File: src/rtl/digit_assemble.sv
// digit_assemble: builds a binary value from a stream of BCD digits.
// The digit count comes first, then the digits arrive most significant first
// over a valid/ready handshake. The result is shown with a one-cycle out_valid.
// Optional feature macro: DIGIT_ASM_LEADZ_CHK_EN. When it is defined, a
// multi-digit number whose first digit is 0 is rejected with err.
module digit_assemble #(
    parameter int MAX_DIGITS = 10,
    parameter int WIDTH      = 34
) (
    input  logic             clk,
    input  logic             rst,
    input  logic             start,
    input  logic [3:0]       len_in,
    input  logic             dig_valid,
    input  logic [3:0]       dig_in,
    output logic             dig_ready,
    output logic [WIDTH-1:0] out,
    output logic             out_valid,
    output logic             busy,
    output logic             err
);

    typedef enum logic [1:0] {IDLE, LOAD, DONE} state_t;

    localparam logic [3:0] MAX_LEN = 4'(MAX_DIGITS);

    state_t           state_reg, state_next;
    logic [WIDTH-1:0] acc_reg, acc_next;
    logic [WIDTH-1:0] out_reg, out_next;
    logic [3:0]       cnt_reg, cnt_next;
    logic [3:0]       len_reg, len_next;
    logic             err_reg, err_next;

    logic [WIDTH-1:0] acc_x10;
    logic [WIDTH-1:0] acc_step;
    logic             bad_digit;
    logic             lead_zero;

    // Multiply by ten with two shifts and an add, then add the new digit.
    assign acc_x10  = (acc_reg << 3) + (acc_reg << 1);
    assign acc_step = acc_x10 + WIDTH'(dig_in);
    assign bad_digit = (dig_in > 4'd9);

`ifdef DIGIT_ASM_LEADZ_CHK_EN
    // A leading zero would make the value shorter than the requested length.
    assign lead_zero = (cnt_reg == 4'd0) && (len_reg > 4'd1) && (dig_in == 4'd0);
`else
    assign lead_zero = 1'b0;
`endif

    // State and datapath registers.
    always_ff @(posedge clk) begin
        if (rst) begin
            state_reg <= IDLE;
            acc_reg   <= '0;
            out_reg   <= '0;
            cnt_reg   <= '0;
            len_reg   <= '0;
            err_reg   <= 1'b0;
        end else begin
            state_reg <= state_next;
            acc_reg   <= acc_next;
            out_reg   <= out_next;
            cnt_reg   <= cnt_next;
            len_reg   <= len_next;
            err_reg   <= err_next;
        end
    end

    // Next-state logic. out is captured on entry to DONE, so it holds until the next result.
    always_comb begin
        state_next = state_reg;
        acc_next   = acc_reg;
        cnt_next   = cnt_reg;
        len_next   = len_reg;
        err_next   = err_reg;
        out_next   = out_reg;
        case (state_reg)
            IDLE: begin
                if (start) begin
                    len_next = len_in;
                    acc_next = '0;
                    cnt_next = '0;
                    err_next = 1'b0;
                    if (len_in == 4'd0) begin
                        state_next = DONE;
                    end else if (len_in > MAX_LEN) begin
                        state_next = DONE;
                        err_next   = 1'b1;
                    end else begin
                        state_next = LOAD;
                    end
                end
            end
            LOAD: begin
                if (dig_valid) begin
                    if (bad_digit || lead_zero) begin
                        acc_next   = '0;
                        err_next   = 1'b1;
                        state_next = DONE;
                    end else begin
                        acc_next = acc_step;
                        cnt_next = cnt_reg + 4'd1;
                        if (cnt_reg + 4'd1 == len_reg) begin
                            state_next = DONE;
                        end
                    end
                end
            end
            DONE: begin
                state_next = IDLE;
            end
            default: begin
                state_next = IDLE;
            end
        endcase
        if (state_next == DONE) begin
            out_next = acc_next;
        end
    end

    assign dig_ready = (state_reg == LOAD);
    assign out_valid = (state_reg == DONE);
    assign busy      = (state_reg != IDLE);
    assign out       = out_reg;
    assign err       = err_reg;

endmodule

File: config.mk
export PLATFORM = sky130hd
export DESIGN_NAME = digit_assemble
export DESIGN_NICKNAME = d
export VERILOG_FILES = /design/src/rtl/digit_assemble.sv
export SDC_FILE = /design/constraint.sdc
export NUM_CORES = 1
export LEC_CHECK = 0
export BUFFER_PORTS_ARGS = -buffer_cell sky130_fd_sc_hd__buf_2
export CAP_MARGIN = 30
export CORE_MARGIN = 3
export CORE_UTILIZATION = 30
export CTS_CLUSTER_SIZE = 10
export DETAILED_ROUTE_END_ITERATION = 10
export GPL_TIMING_DRIVEN = 0
export MAX_ROUTING_LAYER = met4
export PLACE_DENSITY = 0.47
export SYNTH_ARGS = -nofsm -noshare
export SYNTH_HDL_FRONTEND = slang
export SYNTH_SLANG_ARGS = --single-unit
File: constraint.sdc
create_clock -name clk -period 2.7 [get_ports clk]
set_input_delay 0 -clock clk [delete_from_list [all_inputs] [get_ports clk]]
set_output_delay 0 -clock clk [all_outputs]
set_load 0.05 [all_outputs]
==> run summary, run 1 <==
## Clocking
* 0.07 ns — clock transition at the registers of the reported paths
* 78 — clk sink count
* built — clock tree from TritonCTS
* 9 — Num CTS Buffers
* 3 — CTS H-tree depth
* sky130_fd_sc_hd__clkbuf_16 — clock tree root buffer cell
* 0.35 ns — latest clock arrival within the worst-skew pair
* 2 — maximum count of clock buffers along a single path

## Routing
* 5140 — Via Count
* 16.6 mm — Total Routed Length
* 0 — residual DRC count
* 5 — first-pass detailed-route iteration total
* 17.3 um — routed len/inst
* 5.34 — Avg Vias per Cell
* 0 — antenna-violating nets left
* 265 — drt initial violations

## GRT
* 26.9 mm — global-route wire length before repair
* 15 — largest net degree at the start of global routing
* 17.3% — Total Routing Usage GR
* 0 — total overflow reported by the global router
* 5036 — number of global-route vias before repair
* 0 — number of antenna violations at the first check in global routing

## Status
* setup timing — violations in the final reports
* complete, but fails checks — result of the run

## Setup path
* 0.42 ns — maximum single-stage delay on the critical path
* acc_reg[1] — critical path startpoint
* 3.00 ns — Crit path arrival time
* reg -> reg — Critical Setup Path Class
* 2.98 ns — required time of the critical path
* 5 — Crit Path Max Fanout
* ha_1, ha_2, inv_1, fa_2, nor2b_4, o211ai_4, a31oi_4, a31o_4, a21boi_4, or4_1, a31oi_1 — Cell Chain, Critical Path
* register — Critical Path Sink Type
* 1 — WP buf/inv
* -0.02 ns — reg2reg setup slack
* sky130_fd_sc_hd__fa_2 — critical path's slowest cell
* acc_reg[1] — reg-to-reg startpoint
* adder cells — cell type group with the largest total delay on the critical path
* register — crit path launch type

## Floorplan
* 19900 sq um — die outline area
* 17500 sq um — Core Area
* 50 — number of ports placed on the die boundary
* 31.1% — Starting Density
* 141 um — width of the die
* 141 um — y dimension of the die
* 48 — standard-cell row count

## Timing
* -0.0153 ns — final setup TNS
* -0.0153 ns — Final Worst Setup Slack
* 0.734 ns — transition time at the pin with the least slew margin
* 0 — number of pins with negative max-slew slack in the final report
* 50.9% — worst slew slack as a fraction of its limit
* 0.368 GHz — timing-limited maximum frequency
* 0 — final number of hold-violating endpoints
* 0.00921 ns — Worst Skew
* 1 — number of setup violations in the final report
* 101% — fraction of the cycle the final worst path needs
* true — RSZ-0062 raised after global routing
* 2.72 ns — min cycle time layout

## Layout
* 3970 sq um — total area of multi-input combinational cells
* 24.7% — Layout area overhead
* 38.8% — Final Core Density
* 24.7% — share of cells above drive strength 1
* 34 — number of flip-flops in the largest register
* 809 — Final Net Count
* 6810 sq um — final standard cell area without fillers
* 0 — antenna cell count
* 1570 sq um — sequential standard cell area
* 1807 — fill cell count

## Synth
* 0% — Async SR Flop Fraction
* 28.6% — top cell type's share of synthesized area
* 648 — gate count after technology mapping
* 0 — number of warning messages in the yosys log
* sky130_fd_sc_hd__dfxtp_1 (29%), sky130_fd_sc_hd__ha_1 (14%), sky130_fd_sc_hd__nor2_1 (5.4%) — ranking of synthesized cells by area
* sky130_fd_sc_hd__dfxtp_1 — area leader, netlist
* 28.6% — share of synthesized area occupied by flip-flops and latches
* 725 — post-synthesis net count
* 0 — number of enable-type register cells in the synthesized netlist
* 8.42 sq um — syn avg cell area
* 78 — Yosys reg bits
* 77 — number of distinct standard cells referenced by the synthesized netlist
* 5460 sq um — post-synthesis instance area
* sky130_fd_sc_hd__dfxtp_1 — most instantiated flip-flop cell in the synthesis netlist

## Placed design
* 5990 sq um — placed cell area
* -0.398 ns — Post-Place Worst Slack
* 0.875 — final weighted congestion in routability-driven placement
* 12.5 mm — hpwl dp
* 49 — number of buffer cells added on primary ports

## Min path
* dig_valid — worst hold start
* in -> reg — class of the most critical hold timing path

## Power
* 30.0% — proportion of total power due to net switching
* 426 nW/um^2 — power density of the placed cells
* 2.90 nW — reported leakage power
* 0.306 mV — Worst IR Drop VDD
* 0.869 mW — power dissipated by switching net loads
* 14.9% — logic gate share of total power
* 43.3% — Clock Power Share
* 41.8% — sequential share of power
* 2.03 mW — internal power contribution

## Job
* 0 — number of maximum-capacitance violations

==> cell type report <==
cell class / instances / share of cell area, %
clock buffers: 10 / 3.36
inverters: 17 / 0.937
repair buffers: 73 / 6.49
flip-flops and latches: 78 / 23.0
clock inverters: 6 / 1.03
well taps: 225 / 4.14
multi-input cells: 520 / 58.4
plain buffers: 33 / 2.65
==> worst paths after layout <==
| path | end | cells past startpoint |
|---|---|---|
| min | state_reg[0] | 4 |
| max reg2reg | acc_reg[24] | 11 |
| min reg2reg | out[33] | 2 |
| max | acc_reg[24] | 11 |
==> cell usage in the layout (no fill, tap or decap), types with 4 or more instances in the layout <==
cell type / synthesis / layout
sky130_fd_sc_hd__a211oi_1: 28 / 22
sky130_fd_sc_hd__a211oi_2: 3 / 5
sky130_fd_sc_hd__a211oi_4: 0 / 4
sky130_fd_sc_hd__a21o_1: 10 / 10
sky130_fd_sc_hd__a21oi_1: 50 / 42
sky130_fd_sc_hd__a21oi_2: 3 / 8
sky130_fd_sc_hd__a21oi_4: 2 / 5
sky130_fd_sc_hd__a22o_1: 8 / 8
sky130_fd_sc_hd__a22oi_1: 12 / 12
sky130_fd_sc_hd__and2_1: 3 / 4
sky130_fd_sc_hd__buf_2: 9 / 58
sky130_fd_sc_hd__buf_4: 2 / 20
sky130_fd_sc_hd__buf_6: 5 / 6
sky130_fd_sc_hd__clkbuf_1: 14 / 15
sky130_fd_sc_hd__clkbuf_16: 0 / 9
sky130_fd_sc_hd__dfxtp_1: 78 / 73
sky130_fd_sc_hd__dfxtp_2: 0 / 5
sky130_fd_sc_hd__dlygate4sd3_1: 0 / 5
sky130_fd_sc_hd__ha_1: 63 / 57
sky130_fd_sc_hd__inv_1: 16 / 14
sky130_fd_sc_hd__nand2_1: 54 / 51
sky130_fd_sc_hd__nand2b_1: 7 / 7
sky130_fd_sc_hd__nand3_1: 18 / 17
sky130_fd_sc_hd__nand3b_1: 5 / 5
sky130_fd_sc_hd__nand4_1: 8 / 8
sky130_fd_sc_hd__nor2_1: 79 / 75
sky130_fd_sc_hd__nor2b_1: 5 / 5
sky130_fd_sc_hd__nor3_1: 13 / 11
sky130_fd_sc_hd__nor3_2: 2 / 4
sky130_fd_sc_hd__o21a_1: 6 / 6
sky130_fd_sc_hd__o21ai_0: 30 / 23
sky130_fd_sc_hd__o21ai_1: 5 / 10
sky130_fd_sc_hd__o31ai_1: 4 / 4
sky130_fd_sc_hd__or3_1: 5 / 5
sky130_fd_sc_hd__xnor2_1: 16 / 15
sky130_fd_sc_hd__xor2_1: 7 / 7
==> worst reg2reg max path, cell delays in order (launching register included) <==
cell and delay, ns:
sky130_fd_sc_hd__dfxtp_2 0.33, sky130_fd_sc_hd__ha_1 0.28, sky130_fd_sc_hd__ha_2 0.18, sky130_fd_sc_hd__inv_1 0.06, sky130_fd_sc_hd__fa_2 0.42, sky130_fd_sc_hd__nor2b_4 0.16
sky130_fd_sc_hd__o211ai_4 0.11, sky130_fd_sc_hd__a31oi_4 0.19, sky130_fd_sc_hd__a31o_4 0.24, sky130_fd_sc_hd__a21boi_4 0.08, sky130_fd_sc_hd__or4_1 0.42, sky130_fd_sc_hd__a31oi_1 0.17
==> repair_timing <==
action                                  in CTS  in global routing
gates resized for setup                     34                 42
buffers inserted                            10                  9
pin swaps                                   16                 15
hold buffers                                 5                  0
endpoints found under the hold margin        6                  0
endpoints found under the setup margin      42                 43
==> per-layer routing <==
layer | share of wire, % | GRT usage, % | wire (um)
met5 | 0 | - | 0
met2 | 46 | 27.2 | 7720
met4 | 1.5 | 5.46 | 252
met3 | 3.7 | 2.51 | 620
met1 | 48 | 23.0 | 8040
==> cell families (layout without fill, tap and decap cells) <==
family / Yosys count / after routing / share of synthesized area (%)
xor gates and xnor gates: 24 / 24 / 4.13
DFF: 78 / 78 / 28.6
buffers and inverters: 50 / 139 / 4.47
muxes: 3 / 3 / 0.550
AOI/OAI and AO/OA: 211 / 211 / 28.1
adders and majority gates: 65 / 65 / 15.2
and+or+nand+nor: 217 / 217 / 19.0
==> synthesized netlist by cell type (3+ instances only) <==
cell type / instances
sky130_fd_sc_hd__nor2_1: 79
sky130_fd_sc_hd__ha_1: 63
sky130_fd_sc_hd__mux2i_1: 3
sky130_fd_sc_hd__a31oi_1: 5
sky130_fd_sc_hd__nand2_1: 54
sky130_fd_sc_hd__nor2b_1: 5
sky130_fd_sc_hd__dfxtp_1: 78
sky130_fd_sc_hd__and2_1: 3
sky130_fd_sc_hd__or3_1: 5
sky130_fd_sc_hd__o21ai_0: 30
sky130_fd_sc_hd__o21ai_1: 5
sky130_fd_sc_hd__a22oi_1: 12
sky130_fd_sc_hd__buf_1: 3
sky130_fd_sc_hd__buf_6: 5
sky130_fd_sc_hd__a221oi_1: 3
sky130_fd_sc_hd__nand2b_1: 7
sky130_fd_sc_hd__a211oi_1: 28
sky130_fd_sc_hd__a21oi_2: 3
sky130_fd_sc_hd__nor3_1: 13
sky130_fd_sc_hd__o32ai_1: 3
sky130_fd_sc_hd__and3_1: 5
sky130_fd_sc_hd__clkbuf_1: 14
sky130_fd_sc_hd__a41oi_1: 3
sky130_fd_sc_hd__a21o_1: 10
sky130_fd_sc_hd__o21a_1: 6
sky130_fd_sc_hd__o31ai_1: 4
sky130_fd_sc_hd__o22ai_1: 6
sky130_fd_sc_hd__nand4_1: 8
sky130_fd_sc_hd__a21oi_1: 50
sky130_fd_sc_hd__a22o_1: 8
sky130_fd_sc_hd__xnor2_1: 16
sky130_fd_sc_hd__nand3b_1: 5
sky130_fd_sc_hd__xor2_1: 7
sky130_fd_sc_hd__inv_1: 16
sky130_fd_sc_hd__nand3_1: 18
sky130_fd_sc_hd__buf_2: 9
sky130_fd_sc_hd__a211oi_2: 3
==> metrics by stage <==
| stage | hold slack (ns) | cells | power (mW) |
|---|---|---|---|
| 2_1_floorplan | 0.136 | 648 | 1.53 |
| 3_3_place_gp | 0.273 | 922 | 1.65 |
| 3_5_place_dp | 0.282 | 922 | 1.65 |
| 4_1_cts | 0.0728 | 953 | 2.93 |
| 5_1_grt | 0.114 | 962 | 3.02 |
| 6_report | 0.0808 | 962 | 2.90 |
==> power groups by stage <==
stage / registers, mW / logic [mW] / clock network (mW)
floorplan: 1.34 / 0.185 / 0
global placement: 1.24 / 0.415 / 0
detailed placement: 1.24 / 0.416 / 0
CTS: 1.21 / 0.430 / 1.29
global route: 1.22 / 0.466 / 1.34
finish: 1.21 / 0.431 / 1.26
Power figures use the tool's default switching activity.
==> run 2: changes to the inputs <==
--- a/config.mk
+++ b/config.mk
@@ -8,12 +8,11 @@
 export BUFFER_PORTS_ARGS = -buffer_cell sky130_fd_sc_hd__buf_2
 export CAP_MARGIN = 30
 export CORE_MARGIN = 3
-export CORE_UTILIZATION = 30
+export CORE_UTILIZATION = 50
 export CTS_CLUSTER_SIZE = 10
 export DETAILED_ROUTE_END_ITERATION = 10
 export GPL_TIMING_DRIVEN = 0
-export MAX_ROUTING_LAYER = met4
-export PLACE_DENSITY = 0.47
+export PLACE_DENSITY = 0.71
 export SYNTH_ARGS = -nofsm -noshare
 export SYNTH_HDL_FRONTEND = slang
 export SYNTH_SLANG_ARGS = --single-unit
==> run summary, run 2 (same netlist as run 1, synthesis figures left out) <==
## Routing
* 0 — residual DRC count, unchanged
* 6.17 — Avg Vias per Cell, +16%
* 5 — first-pass detailed-route iteration total, unchanged
* 0 — antenna-violating nets left, unchanged
* 376 — drt initial violations, +42%
* 5353 — Via Count, +4.1%
* 17.8 um — routed len/inst, +2.8%
* 15.4 mm — Total Routed Length, -7.4%

## Layout
* 63.1% — Final Core Density, +24 points
* sky130_fd_sc_hd__nor2_1 (77), sky130_fd_sc_hd__dfxtp_1 (68), sky130_fd_sc_hd__buf_2 (58) — commonest cells after routing, fill and taps aside
* 884 — fill cell count, -51%
* 34 — number of flip-flops in the largest register, unchanged
* 867 — Finished Layout Cells, -9.9%
* 4030 sq um — total area of multi-input combinational cells, +1.3%
* 26.3% — share of cells above drive strength 1, +1.6 points
* 1580 sq um — sequential standard cell area, +0.56%
* sky130_fd_sc_hd__nor2_1 — most frequent standard cell in the layout excluding fill and tap cells
* 0 — antenna cell count, unchanged
* 21.0% — Layout area overhead
* 803 — Final Net Count, -0.74%

## Setup path
* register — Critical Path Sink Type
* 11 — R2R depth, unchanged
* acc_reg[0] — reg-to-reg startpoint
* acc_reg[0] — critical path startpoint
* 2.96 ns — required time of the critical path, -0.02 ns
* acc_reg[29] — capturing instance or port of the critical path
* acc_reg[29] — end of the worst register-to-register path
* 3.08 ns — Crit path arrival time, +0.08 ns
* reg -> reg — Critical Setup Path Class
* 3 — Crit Path Max Fanout, -2
* -0.12 ns — reg2reg setup slack, -0.10 ns
* register — crit path launch type

## Timing
* 0 — number of pins with negative max-slew slack in the final report, unchanged
* true — RSZ-0062 raised after global routing
* 0.708 ns — transition time at the pin with the least slew margin, -0.0259 ns
* -0.115 ns — Final Worst Setup Slack, -0.0998 ns
* 0.355 GHz — timing-limited maximum frequency, -3.5%
* 2 — number of setup violations in the final report, +1
* 104% — fraction of the cycle the final worst path needs, +3.7 points
* 0.0101 ns — Worst Skew, +0.000871 ns
* -0.206 ns — final setup TNS, -0.190 ns
* 2.82 ns — min cycle time layout, +0.0998 ns
* 0.0431 ns — Fin Hold WS, -0.0376 ns
* 0 — final number of hold-violating endpoints, unchanged
* 52.8% — worst slew slack as a fraction of its limit, +1.9 points

## Placed design
* 833 — cell count after placement, -9.7%
* 49 — number of buffer cells added on primary ports, unchanged
* 0.944 — final weighted congestion in routability-driven placement, +7.9%
* 11.0 mm — hpwl dp, -12%

## Status
* setup timing — violations in the final reports
* complete, but fails checks — result of the run

## Floorplan
* 50 — number of ports placed on the die boundary, unchanged
* 37 — standard-cell row count, -23%
* 52.2% — Starting Density, +21 points
* 110 um — y dimension of the die, -22%
* 10500 sq um — Core Area, -40%
* 12200 sq um — die outline area, -39%
* 110 um — width of the die, -22%

## Clocking
* 78 — clk sink count, unchanged
* 3 — CTS H-tree depth, unchanged
* 2 — maximum count of clock buffers along a single path, unchanged
* built — clock tree from TritonCTS
* 0.09 ns — clock transition at the registers of the reported paths, +0.02 ns
* 0.36 ns — latest clock arrival within the worst-skew pair, about the same
* sky130_fd_sc_hd__clkbuf_8 — clock tree root buffer cell
* 9 — Num CTS Buffers, unchanged

## GRT
* 16 — largest net degree at the start of global routing, +1
* 5217 — number of global-route vias before repair, +3.6%
* 0 — number of antenna violations at the first check in global routing, unchanged
* 24.5 mm — global-route wire length before repair, -9.0%
* 0 — total overflow reported by the global router, unchanged
* 23.7% — Total Routing Usage GR, +6.5 points

## Power
* 2.85 nW — reported leakage power, -1.7%
* 376 nW/um^2 — power density of the placed cells, -12%
* 0.336 mV — Worst IR Drop VDD, +9.6%

## Job
* 0 — number of maximum-capacitance violations, unchanged

## Min path
* in -> reg — class of the most critical hold timing path

[run 2: changes by cell type in the layout (fill, tap and decap cells not counted), sizes merged]
| cell | previous run | this run |
|---|---|---|
| clkinv | 0 | 2 |
| clkbuf | 24 | 22 |
| buf | 87 | 82 |
| clkinvlp | 3 | 2 |
| inv | 19 | 20 |
| bufinv | 1 | 0 |
[run 2: per-stage QoR]
step	area, sq um	power [mW]	worst slack (ns)
after detailed placement	5880	1.64	-0.423
after global placement	5880	1.63	-0.389
after CTS	6290	2.48	-0.0344
final	6610	2.48	-0.115
after global routing	6610	2.58	-0.150
after floorplan	5460	1.53	0.0291
[run 2: where the power goes]
part,total (mW),switching (mW),internal [mW]
Clock,0.851,0.504,0.347
Sequential,1.21,0.0215,1.19
Combinational,0.423,0.307,0.116
[run 2: repair_timing]
| action | CTS | global route |
|---|---|---|
| endpoints found under the setup margin | 35 | 39 |
| gates resized for setup | 27 | 63 |
| hold buffers | 5 | 0 |
| setup buffers | 6 | 8 |
| hold endpoints to repair | 6 | 0 |
| pin swaps | 14 | 21 |
[run 2: worst max-delay path: stages, from the launching register on]
cell and delay (ns):
sky130_fd_sc_hd__dfxtp_2 0.36, sky130_fd_sc_hd__inv_2 0.04, sky130_fd_sc_hd__fa_2 0.55, sky130_fd_sc_hd__inv_2 0.05, sky130_fd_sc_hd__ha_4 0.28, sky130_fd_sc_hd__a211oi_4 0.06, sky130_fd_sc_hd__o211ai_2 0.26, sky130_fd_sc_hd__a21oi_4 0.14
sky130_fd_sc_hd__a211oi_2 0.35, sky130_fd_sc_hd__a41oi_2 0.22, sky130_fd_sc_hd__xnor2_2 0.20, sky130_fd_sc_hd__a22o_1 0.21
[run 2: how the worst min path moves through the flow]
stage,from,to,slack [ns],cells after the start
finish,dig_valid,state_reg[0],0.04,4
global placement,len_in[0],len_reg[0],0.27,3
floorplan,len_in[0],len_reg[0],0.14,2
global route,dig_valid,state_reg[0],0.08,4
CTS,dig_valid,state_reg[0],0.03,4
detailed placement,len_in[0],len_reg[0],0.28,3
[run 2: final cells by class]
class,count,area share (%)
inverters,17,0.966
well taps,136,2.58
repair buffers,68,6.23
flip-flops and latches,78,23.9
clock inverters,7,0.871
clock buffers,9,1.88
multi-input cells,520,60.9
plain buffers,32,2.67
[run 2: metal layers]
| metal | wire [um] | track usage (%) |
|---|---|---|
| met3 | 759 | 4.00 |
| met4 | 603 | 10.0 |
| met1 | 6410 | 28.8 |
| met5 | 0 | 0 |
| met2 | 7630 | 41.4 |
==> run 3: changes to the inputs <==
==> config.mk (replaced) <==
export PLATFORM = sky130hd
export DESIGN_NAME = digit_assemble
export DESIGN_NICKNAME = d
export VERILOG_FILES = /design/src/rtl/digit_assemble.sv
export SDC_FILE = /design/constraint.sdc
export NUM_CORES = 1
export LEC_CHECK = 0
export CAP_MARGIN = 30
export CORE_MARGIN = 3
export CORE_UTILIZATION = 50
export CTS_BUF_LIST = sky130_fd_sc_hd__clkbuf_16
export CTS_CLUSTER_SIZE = 10
export DETAILED_ROUTE_END_ITERATION = 10
export DONT_BUFFER_PORTS = 1
export GPL_TIMING_DRIVEN = 0
export PLACE_DENSITY = 0.69
export SYNTH_ARGS = -nofsm -noshare
export SYNTH_HDL_FRONTEND = slang
export SYNTH_SLANG_ARGS = --single-unit
==> run summary, run 3 (same netlist as run 1, synthesis figures left out) <==
## Status
* complete, but fails checks — result of the run
* setup timing — violations in the final reports

## Layout
* 1560 sq um — sequential standard cell area, -0.79%
* 910 — fill cell count, +2.9%
* sky130_fd_sc_hd__dfxtp_1 (76), sky130_fd_sc_hd__nor2_1 (75), sky130_fd_sc_hd__ha_1 (55) — commonest cells after routing, fill and taps aside
* 19.2% — Layout area overhead
* 62.2% — Final Core Density, -0.96 points
* 6510 sq um — final standard cell area without fillers, -1.5%
* 0 — antenna cell count, unchanged
* 34 — number of flip-flops in the largest register, unchanged
* 819 — Finished Layout Cells, -5.5%
* sky130_fd_sc_hd__dfxtp_1 — most frequent standard cell in the layout excluding fill and tap cells
* 19.9% — share of cells above drive strength 1, -6.4 points
* 756 — Final Net Count, -5.9%
* 4070 sq um — total area of multi-input combinational cells, +1.0%

## Routing
* 5 — first-pass detailed-route iteration total, unchanged
* 18.8 um — routed len/inst, +5.7%
* 5174 — Via Count, -3.3%
* 0 — residual DRC count, unchanged
* 15.4 mm — Total Routed Length, -0.19%
* 0 — antenna-violating nets left, unchanged
* 345 — drt initial violations, -8.2%
* 6.32 — Avg Vias per Cell, +2.3%

## Clocking
* 0.34 ns — latest clock arrival within the worst-skew pair, -0.02 ns
* 78 — clk sink count, unchanged
* 3 — CTS H-tree depth, unchanged
* sky130_fd_sc_hd__clkbuf_16 — clock tree root buffer cell
* 9 — Num CTS Buffers, unchanged
* built — clock tree from TritonCTS
* 2 — maximum count of clock buffers along a single path, unchanged
* 0.06 ns — clock transition at the registers of the reported paths, -0.03 ns

## Setup path
* register — Critical Path Sink Type
* reg -> reg — Critical Setup Path Class
* compound AO/OA/AOI/OAI gates — cell type group with the largest total delay on the critical path
* 2 — WP buf/inv, unchanged
* 4 — Crit Path Max Fanout, +1
* 2.98 ns — Crit path arrival time, -0.10 ns
* 0.55 ns — maximum single-stage delay on the critical path, about the same
* inv_2, fa_1, inv_2, ha_4, a211oi_4, o211ai_4, a21oi_4, a211oi_4, a41oi_2, xnor2_2, a22o_1 — Cell Chain, Critical Path
* 2.93 ns — required time of the critical path, -0.03 ns
* register — crit path launch type
* sky130_fd_sc_hd__fa_1 — critical path's slowest cell

## Floorplan
* 110 um — width of the die, unchanged
* 52.2% — Starting Density, unchanged
* 10500 sq um — Core Area, unchanged
* 12200 sq um — die outline area, unchanged
* 37 — standard-cell row count, unchanged
* 110 um — y dimension of the die, unchanged
* 50 — number of ports placed on the die boundary, unchanged

## Placed design
* -0.363 ns — Post-Place Worst Slack, +0.0599 ns
* 0 — number of buffer cells added on primary ports, -100%
* 5630 sq um — placed cell area, -4.2%
* 0.935 — final weighted congestion in routability-driven placement, -0.94%
* 784 — cell count after placement, -5.9%
* 11.0 mm — hpwl dp, about the same

## GRT
* 24.2% — Total Routing Usage GR, +0.41 points
* 14 — largest net degree at the start of global routing, -2
* 0 — number of antenna violations at the first check in global routing, unchanged
* 0 — total overflow reported by the global router, unchanged
* 5036 — number of global-route vias before repair, -3.5%
* 24.6 mm — global-route wire length before repair, +0.45%

## Timing
* 0.00867 ns — Worst Skew, -0.00140 ns
* 0.939 ns — transition time at the pin with the least slew margin, +0.232 ns
* true — RSZ-0062 raised after global routing
* 0 — number of pins with negative max-slew slack in the final report, unchanged
* 0 — final number of hold-violating endpoints, unchanged
* 37.2% — worst slew slack as a fraction of its limit, -16 points
* 7 — number of setup violations in the final report, +5
* 102% — fraction of the cycle the final worst path needs, -2.6 points
* -0.0441 ns — Final Worst Setup Slack, +0.0710 ns
* -0.220 ns — final setup TNS, -0.0146 ns
* 0.00609 ns — Fin Hold WS, -0.0370 ns
* 2.74 ns — min cycle time layout, -0.0710 ns
* 0.364 GHz — timing-limited maximum frequency, +2.6%

## Job
* 0 — number of maximum-capacitance violations, unchanged

## Min path
* in -> reg — class of the most critical hold timing path

## Power
* 2.65 nW — reported leakage power, -7.1%
* 430 nW/um^2 — power density of the placed cells, +14%
* 2.80 mW — Overall Power, +13%
* 0.519 mV — Worst IR Drop VDD, +55%

-- run 3: per-layer routing --
layer	vias to the layer above	part of all wire, %	GRT usage [%]
li1	2465	-	-
met1	2477	41	29.4
met2	174	49	40.2
met3	58	5.4	5.32
met4	0	4.7	11.8
met5	-	0	0
-- run 3: layout make-up --
type | instances | area share [%]
multi-input combinational | 520 | 62.5
sequential | 78 | 24.0
clock buffer | 9 | 3.46
buffer | 33 | 2.77
timing repair buffer | 20 | 2.67
tap | 136 | 2.62
inverter | 17 | 0.981
clock inverter | 6 | 0.942
-- run 3: timing repair --
action | CTS | global route
gates resized for setup | 21 | 65
hold buffers | 7 | 1
setup endpoints to repair | 35 | 39
setup buffers | 7 | 5
cloned | 0 | 0
pin swaps | 14 | 24
endpoints found under the hold margin | 9 | 4
-- run 3: power breakdown --
part / internal [mW] / total (mW) / switching (mW)
clock network: 0.709 / 1.20 / 0.487
registers: 1.19 / 1.33 / 0.137
logic: 0.0922 / 0.278 / 0.185
total: 1.99 / 2.80 / 0.809
-- run 3: tightest hold or removal path, stage by stage --
cell and delay (ns):
sky130_fd_sc_hd__a21o_1 0.15, sky130_fd_sc_hd__nand2_1 0.06, sky130_fd_sc_hd__a221oi_1 0.07
-- run 3: path summary, 6_finish.rpt --
| path | endpoint | startpoint | cells past startpoint | slack (ns) |
|---|---|---|---|---|
| setup / recovery | out[29] | acc_reg[2] | 11 | -0.04 |
| hold / removal | err | len_in[2] | 3 | 0.006 |
| setup reg to reg | out[29] | acc_reg[2] | 11 | -0.04 |
| hold reg to reg | acc_reg[31] | acc_reg[31] | 1 | 0.49 |
